`src/rtl/pc_pkg.sv`:
```
`default_nettype none
// ============================================================================
//  Module      : pc_pkg
//  Description : Shared constants and the PC source enumeration for the
//                next-PC unit and the control FSM that drives its select.
//  Contents    : PC_XLEN, PC_INC, PC_RESET_VEC, PC_TRAP_VEC, PC_ALIGN_BITS,
//                pc_sel_e (PC_SEQ=0, PC_BRANCH=1, PC_JUMP=2, PC_JREG=3)
//  Revision    : 1.0 - initial release
// ============================================================================
package pc_pkg;

    localparam int          PC_XLEN       = 32;
    localparam int          PC_INC        = 4;
    localparam int          PC_ALIGN_BITS = 2;
    localparam logic [31:0] PC_RESET_VEC  = 32'h0000_0000;
    localparam logic [31:0] PC_TRAP_VEC   = 32'h0000_0100;

    // Source index encoding used by the control FSM; index 0 is always the
    // internally generated sequential PC.
    typedef enum logic [1:0] {
        PC_SEQ    = 2'd0,
        PC_BRANCH = 2'd1,
        PC_JUMP   = 2'd2,
        PC_JREG   = 2'd3
    } pc_sel_e;

endpackage : pc_pkg
`default_nettype wire

```
`src/rtl/pc_target_resolve.sv`:
```
`default_nettype none
// ============================================================================
//  Module      : pc_target_resolve
//  Description : Combinational next-PC target selection with illegal-select
//                and misaligned-target trapping.
//  Ports       : sel_valid  - a live redirect is presented
//                pc_sel     - source index
//                src_in     - flattened external targets (slice 0 unused)
//                pc_seq     - sequential PC, used as source 0
//                target     - resolved target (TRAP_VEC on any error)
//                illegal    - pc_sel >= NUM_SRC on a live redirect
//                misalign   - raw target misaligned on a live redirect
//  Revision    : 1.0 - initial release
// ============================================================================
module pc_target_resolve
    import pc_pkg::*;
#(
    parameter int          XLEN       = PC_XLEN,
    parameter int          NUM_SRC    = 4,
    parameter int          SEL_W      = $clog2(NUM_SRC),
    parameter int          ALIGN_BITS = PC_ALIGN_BITS,
    parameter logic [XLEN-1:0] TRAP_VEC = PC_TRAP_VEC
) (
    input  logic                    sel_valid,
    input  logic [SEL_W-1:0]        pc_sel,
    input  logic [NUM_SRC*XLEN-1:0] src_in,
    input  logic [XLEN-1:0]         pc_seq,
    output logic [XLEN-1:0]         target,
    output logic                    illegal,
    output logic                    misalign
);

    logic [XLEN-1:0] w_raw;
    logic            w_hit;
    logic            w_raw_misaligned;
    logic            w_unused_src0;

    // Slice 0 position is occupied by the internal sequential PC.
    assign w_unused_src0 = ^src_in[XLEN-1:0];

    always_comb begin
        w_raw = TRAP_VEC;
        w_hit = 1'b0;
        if (pc_sel == SEL_W'(PC_SEQ)) begin
            w_raw = pc_seq;
            w_hit = 1'b1;
        end
        for (int i = 1; i < NUM_SRC; i++) begin
            if (pc_sel == SEL_W'(i)) begin
                w_raw = src_in[i*XLEN +: XLEN];
                w_hit = 1'b1;
            end
        end
    end

    generate
        if (ALIGN_BITS > 0) begin : g_align_chk
            assign w_raw_misaligned = |w_raw[ALIGN_BITS-1:0];
        end else begin : g_no_align_chk
            assign w_raw_misaligned = 1'b0;
        end
    endgenerate

    // Flags only mean something when a redirect is actually presented.
    assign illegal  = sel_valid & ~w_hit;
    assign misalign = sel_valid & w_hit & w_raw_misaligned;
    assign target   = (w_hit && !w_raw_misaligned) ? w_raw : TRAP_VEC;

endmodule : pc_target_resolve
`default_nettype wire

```
`src/rtl/pc_select_unit.sv`:
```
`default_nettype none
// ============================================================================
//  Module      : pc_select_unit
//  Description : PC register and next-PC selection with a one-entry redirect
//                buffer that survives stall cycles, plus sticky trap flags.
//  Ports       : clk, rst_n (async active-low)
//                pc_we         - PC write strobe
//                sel_valid     - redirect present on pc_sel/src_in
//                pc_sel        - source index (0 = pc + INC)
//                src_in        - flattened source targets
//                err_clr       - clears sticky flags
//                pc            - current PC (registered)
//                pc_seq        - pc + INC (combinational)
//                pend_valid    - a buffered redirect is held
//                redirect_drop - pulse: held redirect overwritten
//                illegal_sel   - sticky illegal select flag
//                misalign_err  - sticky misaligned target flag
//  Revision    : 1.0 - initial release
// ============================================================================
module pc_select_unit
    import pc_pkg::*;
#(
    parameter int              XLEN       = PC_XLEN,
    parameter int              NUM_SRC    = 4,
    parameter int              SEL_W      = $clog2(NUM_SRC),
    parameter int              INC        = PC_INC,
    parameter int              ALIGN_BITS = PC_ALIGN_BITS,
    parameter logic [XLEN-1:0] RESET_VEC  = PC_RESET_VEC,
    parameter logic [XLEN-1:0] TRAP_VEC   = PC_TRAP_VEC
) (
    input  logic                    clk,
    input  logic                    rst_n,
    input  logic                    pc_we,
    input  logic                    sel_valid,
    input  logic [SEL_W-1:0]        pc_sel,
    input  logic [NUM_SRC*XLEN-1:0] src_in,
    input  logic                    err_clr,
    output logic [XLEN-1:0]         pc,
    output logic [XLEN-1:0]         pc_seq,
    output logic                    pend_valid,
    output logic                    redirect_drop,
    output logic                    illegal_sel,
    output logic                    misalign_err
);

    localparam logic [0:0] S_IDLE = 1'b0;
    localparam logic [0:0] S_HELD = 1'b1;

    logic [0:0]      r_state;
    logic [XLEN-1:0] r_pc;
    logic [XLEN-1:0] r_buf_tgt;
    logic            r_buf_ill;
    logic            r_buf_mis;
    logic            r_drop;
    logic            r_ill;
    logic            r_mis;

    logic [XLEN-1:0] w_tgt;
    logic            w_ill;
    logic            w_mis;
    logic            w_held;
    logic [XLEN-1:0] w_next_pc;
    logic            w_set_ill;
    logic            w_set_mis;

    assign pc_seq = r_pc + XLEN'(INC);

    pc_target_resolve #(
        .XLEN       (XLEN),
        .NUM_SRC    (NUM_SRC),
        .SEL_W      (SEL_W),
        .ALIGN_BITS (ALIGN_BITS),
        .TRAP_VEC   (TRAP_VEC)
    ) u_resolve (
        .sel_valid (sel_valid),
        .pc_sel    (pc_sel),
        .src_in    (src_in),
        .pc_seq    (pc_seq),
        .target    (w_tgt),
        .illegal   (w_ill),
        .misalign  (w_mis)
    );

    assign w_held = (r_state == S_HELD);

    // A live redirect always beats the buffered one; with neither, step.
    always_comb begin
        w_next_pc = pc_seq;
        w_set_ill = 1'b0;
        w_set_mis = 1'b0;
        if (sel_valid) begin
            w_next_pc = w_tgt;
            w_set_ill = pc_we & w_ill;
            w_set_mis = pc_we & w_mis;
        end else if (w_held) begin
            w_next_pc = r_buf_tgt;
            w_set_ill = pc_we & r_buf_ill;
            w_set_mis = pc_we & r_buf_mis;
        end
    end

    always_ff @(posedge clk or negedge rst_n) begin
        if (!rst_n) begin
            r_state   <= S_IDLE;
            r_pc      <= RESET_VEC;
            r_buf_tgt <= '0;
            r_buf_ill <= 1'b0;
            r_buf_mis <= 1'b0;
            r_drop    <= 1'b0;
            r_ill     <= 1'b0;
            r_mis     <= 1'b0;
        end else begin
            r_drop <= 1'b0;
            // Setting has priority over clearing on the same cycle.
            r_ill  <= w_set_ill | (r_ill & ~err_clr);
            r_mis  <= w_set_mis | (r_mis & ~err_clr);

            if (pc_we) begin
                r_pc    <= w_next_pc;
                r_state <= S_IDLE;
            end else if (sel_valid) begin
                r_buf_tgt <= w_tgt;
                r_buf_ill <= w_ill;
                r_buf_mis <= w_mis;
                r_state   <= S_HELD;
                r_drop    <= w_held;
            end
        end
    end

    assign pc            = r_pc;
    assign pend_valid    = w_held;
    assign redirect_drop = r_drop;
    assign illegal_sel   = r_ill;
    assign misalign_err  = r_mis;

endmodule : pc_select_unit
`default_nettype wire

```
`config.mk`:
```
export PLATFORM = sky130hd
export DESIGN_NAME = pc_select_unit
export DESIGN_NICKNAME = d
export VERILOG_FILES = /design/src/rtl/pc_pkg.sv /design/src/rtl/pc_target_resolve.sv /design/src/rtl/pc_select_unit.sv
export SDC_FILE = /design/constraint.sdc
export NUM_CORES = 1
export LEC_CHECK = 0
export ABC_AREA = 1
export BUFFER_PORTS_ARGS = -buffer_cell sky130_fd_sc_hd__buf_2
export CORE_MARGIN = 2
export CORE_UTILIZATION = 40
export DETAILED_ROUTE_END_ITERATION = 10
export GPL_TIMING_DRIVEN = 0
export PLACE_DENSITY = 0.75
export SLEW_MARGIN = 20
export SYNTH_ARGS = -nofsm -noshare
export SYNTH_HDL_FRONTEND = slang
export SYNTH_SLANG_ARGS = --single-unit
```
`constraint.sdc`:
```
create_clock -name clk -period 1.9 [get_ports clk]
set_clock_uncertainty 0.1 [all_clocks]
set_input_delay 0.095 -clock clk [delete_from_list [all_inputs] [get_ports clk]]
set_output_delay 0.095 -clock clk [all_outputs]
set_load 0.05 [all_outputs]
```
# Word-level counts from Yosys, hierarchy flattened

Index checks and enable logic that the tools add are counted.

Register bits after elaboration: 70
Output and inout bits: 68

Add/sub/neg operators: 1
Equal/unequal tests: 3
Muxes and demuxes: 19
Bitwise gates (word level): 14
Reduce and logical (&&, ||, !) cells: 6

Operator list:

| kind                  | number |
|---|---|
| $mux 32               | 7 |
| $add 32x3->32 const B | 1 |
| $mux 1                | 12 |
| $and 1x1->1           | 9 |
| $eq 2x2->1 const B    | 2 |
| $not 1->1             | 3 |
| $eq 2x1->1 const B    | 1 |
| $logic_not 2->1       | 1 |
| $or 1x1->1            | 2 |
| $reduce_and 2->1      | 1 |
| $reduce_bool 2->1     | 1 |
| $reduce_or 2->1       | 1 |
| $logic_and 1x1->1     | 1 |
| $logic_not 1->1       | 1 |

# Depth between registers and ports, before layout

Word-level depth: 10
Depth in mapped cells: 12
Mapped depth without buffers: 12

# By module

From an unflattened synthesis, not the netlist that was laid out.

Cell total of the unflattened synthesis: 756
Area, all modules: 5285.1 um2

By module, submodules not included:

| module            | instances | cells each | area an instance (um2) | seq. area each (um2) |
|---|---|---|---|---|
| pc_select_unit    | 1         | 462        | 3980.1                 | 1751.7 |
| pc_target_resolve | 1         | 294        | 1305.0                 | 0.0 |

# Worst setup path before layout

No wires, ideal clock.

Kind: reg-to-reg
From: register r_pc[2] (netlist: pc[2])
To: register r_pc[10] (netlist: pc[10])
Data arrival time: 2703 ps
Path slack: -981 ps
Cell stages (with the launch flop): 10
Buffers on the path: 0
Cells stage by stage: dfrtp_1 ha_1 nand2_2 nor2_4 nand2_4 xnor2_1 o21ai_0 nand2_1 nand4_1 a21oi_1

Longest elaborated chain between the ends: 7
Elaborated cells on any way between the ends: 8

Ends and longest elaborated chain:

| element                | RTL line                | source |
|---|---|---|
| from (decl)            | pc_select_unit.sv:50    | `logic [XLEN-1:0] r_pc;` |
| from (signal assigned) | pc_select_unit.sv:119   | `r_pc <= w_next_pc;` |
| $add 32x3->32 (*)      | pc_select_unit.sv:66    | `assign pc_seq = r_pc + XLEN'(INC);` |
| named net pc_seq[10]   | pc_select_unit.sv:39    | `output logic [XLEN-1:0] pc_seq,` |
| $mux 32                | pc_target_resolve.sv:44 | `if (pc_sel == SEL_W'(PC_SEQ)) begin` |
| $mux 32 (3 in series)  | pc_target_resolve.sv:49 | `if (pc_sel == SEL_W'(i)) begin` |
| $mux 32                | pc_target_resolve.sv:67 | `assign target = (w_hit && !w_raw_misaligned) ? w_raw : TRAP_VEC;` |
| $mux 32 (*)            | pc_select_unit.sv:91    | `if (sel_valid) begin` |

Mark *: on every way through the listed nets, which the timed path passes. The rest lies on a longest branch.
A chain may end at the register's enable or synchronous reset.

# Worst setup path after layout

From: register r_pc[2] (netlist: pc[2])
To: output port pc_seq[8]

Longest elaborated chain between the ends: 1

Ends and longest elaborated chain:

| element       | RTL line |
|---|---|
| $add 32x3->32 | pc_select_unit.sv:66 |
| to (decl)     | pc_select_unit.sv:39 |

No other way between the ends.

==> impl_metrics.tcl <==
set metrics [dict create \
    synth-seq-cells 70 \
    synthCells 774 \
    max_freq_mhz 455 \
    firstDrtPassIters 5 \
    routed_wl_um 22200 \
    antenna_found_initial 0 \
    diodes 0 \
    drv_cap 0 \
    min_path_type "in2reg" \
    powerDensity_nw_per_um2 831 \
    hold_slack_ps 15.3 \
    io_pins 203 \
    setup_viol_count_final 55 \
    hold-path-endpoint "r_buf_tgt[29]" \
    cp.required_ps 1700 \
    ir_drop_mv 0.390 \
    crit_chain "ha_4 > nand2_4 > nor2_4 > buf_4 > nand2_4 > buf_4 > xnor2_4 > buf_6" \
    grt_pass1_wl_um 32700 \
    syn_nets 910 \
    clock_sinks 70 \
    endpoint_kind "output port" \
    first_iter_violations 700 \
    drive_gt1_frac 0.443 \
    clk_transition_reported_paths_ps 60 \
    slew_violations 0 \
    hold-path-cell-count 5 \
    hold_violations 0 \
    synth_top_area_cell "dfrtp_1" \
    synthesis.area_um2 5070 \
    register_area_um2 1790 \
    drc_errors 0 \
    crit_buf_inv 3 \
    die_y_um 117 \
    n_fill_cell 1072 \
    grt_usage 0.322 \
    synth_flop_cell "dfrtp_1" \
    max_slew_margin 0.457 \
    syn_area_per_cell_um2 6.55 \
    grt_setup_unrepaired "yes" \
    nNetsFinal 1153 \
    r2r_cells 11 \
    grt_pass1_vias 6177 \
    fin_cells 1194 \
    arrival_ps 2000 \
    finalPower_uw 6630 \
    cts-root-buf "clkbuf_16" \
    via_per_inst 5.55 \
    outcome "finished with violations" \
    leakage_uw 0.00384 \
    worstHoldStart "src_in[93]" \
    timing.rr.end "r_buf_tgt[18]" \
    critPathKind "reg2out" \
    synth.distinct_cells 44 \
    dp_worst_setup_slack_ps -312 \
    max_stage_delay_ps 460 \
    dpl-instance-area_um2 6470 \
    worstMarginPinSlew_ps 814 \
    start_util 0.405 \
    r2r_start "pc[2]" \
    min_period_over_period 1.16 \
    yosysSeqAreaShare 0.345 \
    yosys.area.top_type_share 0.345 \
    insertion_delay_ps 340 \
    htreeDepth 3 \
    dp_cells 1116 \
    die_x_um 117 \
    grt_max_degree 39 \
    crit_family "buffers and inverters" \
    cts_tree "done" \
    rows 41 \
    ys_top_cells_by_area "dfrtp_1 (35%), nand2_1 (17%), nor2_1 (8.1%), nand3_1 (7.8%), a21oi_1 (4.1%)" \
    cts_buffer_depth 2 \
    r2r_slack_ps -220 \
    layout_setup_ws_ps -296 \
    io_buffers 169 \
    route.vias.total 6630 \
    gp_congestion 0.959 \
    ys_warn_count 0 \
    min_period_ps 2200 \
    numCtsBuffers 9 \
    core_um2 12500 \
    drt-wirelength-per-cell_um 18.6 \
    ant_nets 0 \
    path_max_fanout 4 \
    crit_path_top_delay_cell "dfrtp_4" \
    synth_edf_count 0 \
    synthArstFlopShare 1.00 \
    die-area_um2 13600 \
    multiInputGateArea_um2 3640 \
    grt_overflow 0 \
    dp_hpwl_um 15600 \
    synthToLayoutAreaGrowth_pct 57.2 \
    violations "negative setup slack" \
    design_area_um2 7970 \
    crit_path_start_kind "register" \
]
[layout by cell type, fill, tap and decap left out, drive strengths merged, types with 5 or more instances in the layout]
cell	instances
clkbuf	30
nand3b	7
a221oi	5
o21bai	8
o22ai	10
o21ai	48
or2	12
nand2	235
dfrtp	70
nand3	80
nor2	121
xor2	7
inv	61
a21oi	43
nand4	8
buf	247
[per-layer routing]
| metal | vias up | track usage | part of all wire | wire length [um] |
|---|---|---|---|---|
| met5 | - | 0 | 0 | 0 |
| li1 | 3020 | - | - | - |
| met2 | 435 | 0.497 | 0.47 | 10400 |
| met4 | 0 | 0.166 | 0.039 | 868 |
| met1 | 3108 | 0.420 | 0.39 | 8570 |
| met3 | 67 | 0.0773 | 0.11 | 2390 |
[cells in the mapped netlist (all sizes together) (2+ instances only)]
master / instances
dfrtp: 70
clkinv: 2
a22oi: 2
o21bai: 8
o22ai: 10
inv: 61
o221ai: 3
nor2: 121
buf: 17
a31oi: 2
o211ai: 4
a221oi: 5
xor2: 7
nand3b: 7
clkbuf: 19
o21ai: 48
a21oi: 43
nand2: 235
xnor2: 3
nand4: 8
nand3: 80
or2: 12
a22o: 2
[sequential cells by signal, indices dropped and copies added (netlist names)]
register / count
illegal_sel: 1
misalign_err: 1
pc: 32
pend_valid: 1
r_buf_ill: 1
r_buf_mis: 1
r_buf_tgt: 32
redirect_drop: 1
[what timing repair did]
action | CTS | global route
hold buffers | 2 | 0
setup buffers | 40 | 22
pin swaps | 23 | 46
endpoints found under the setup margin | 69 | 77
resized for setup | 96 | 110
hold endpoints to repair | 67 | 0
[worst min-delay path, cell delays in order]
cell	delay, ps
buf_2	80
a21oi_1	50
nand2_1	70
nand3_1	70
nand2_1	60
[where the power goes]
group	leakage (uW)	internal (uW)	switching [uW]
combinational	0.00285	1030	1950
clock	0.000142	1050	667
sequential	0.000854	1700	230
total	0.00384	3790	2840
[kinds of logic after synthesis]
| logic type | after synthesis | synth area share |
|---|---|---|
| flip-flops | 70 | 0.345 |
| AND/OR/NAND/NOR | 464 | 0.400 |
| buffers and inverters | 99 | 0.0819 |
| AO/OA/AOI/OAI | 130 | 0.150 |
| adder cells (fa/ha/maj) | 1 | 0.00247 |
| XOR/XNOR | 10 | 0.0202 |
[per-stage QoR]
| step | setup TNS, ps | utilization |
|---|---|---|
| 4_1_cts | -5640 | 0.594 |
| 5_1_grt | -11260 | 0.637 |
| 2_1_floorplan | -4330 | - |
| 3_5_place_dp | -4760 | 0.517 |
| 6_report | -8200 | 0.637 |
| 3_3_place_gp | -3710 | 0.515 |
[final cells by class]
class	count	area share
plain buffers	36	0.0223
clock buffers	11	0.0304
clock inverters	5	0.00737
inverters	63	0.0312
multi-input cells	605	0.457
flip-flops and latches	70	0.224
well taps	172	0.0270
repair buffers	232	0.201
[how the worst max path moves through the flow]
stage	start	endpoint	cells past startpoint
2_1_floorplan	pc[3]	pc[18]	9
3_3_place_gp	pc[2]	pc[11]	9
3_5_place_dp	pc[2]	pc[11]	9
4_1_cts	pc[2]	pc_seq[24]	8
5_1_grt	pc[2]	pc_seq[8]	8
6_report	pc[2]	pc_seq[8]	8
No activity file was read; power rests on OpenSTA's default activity.
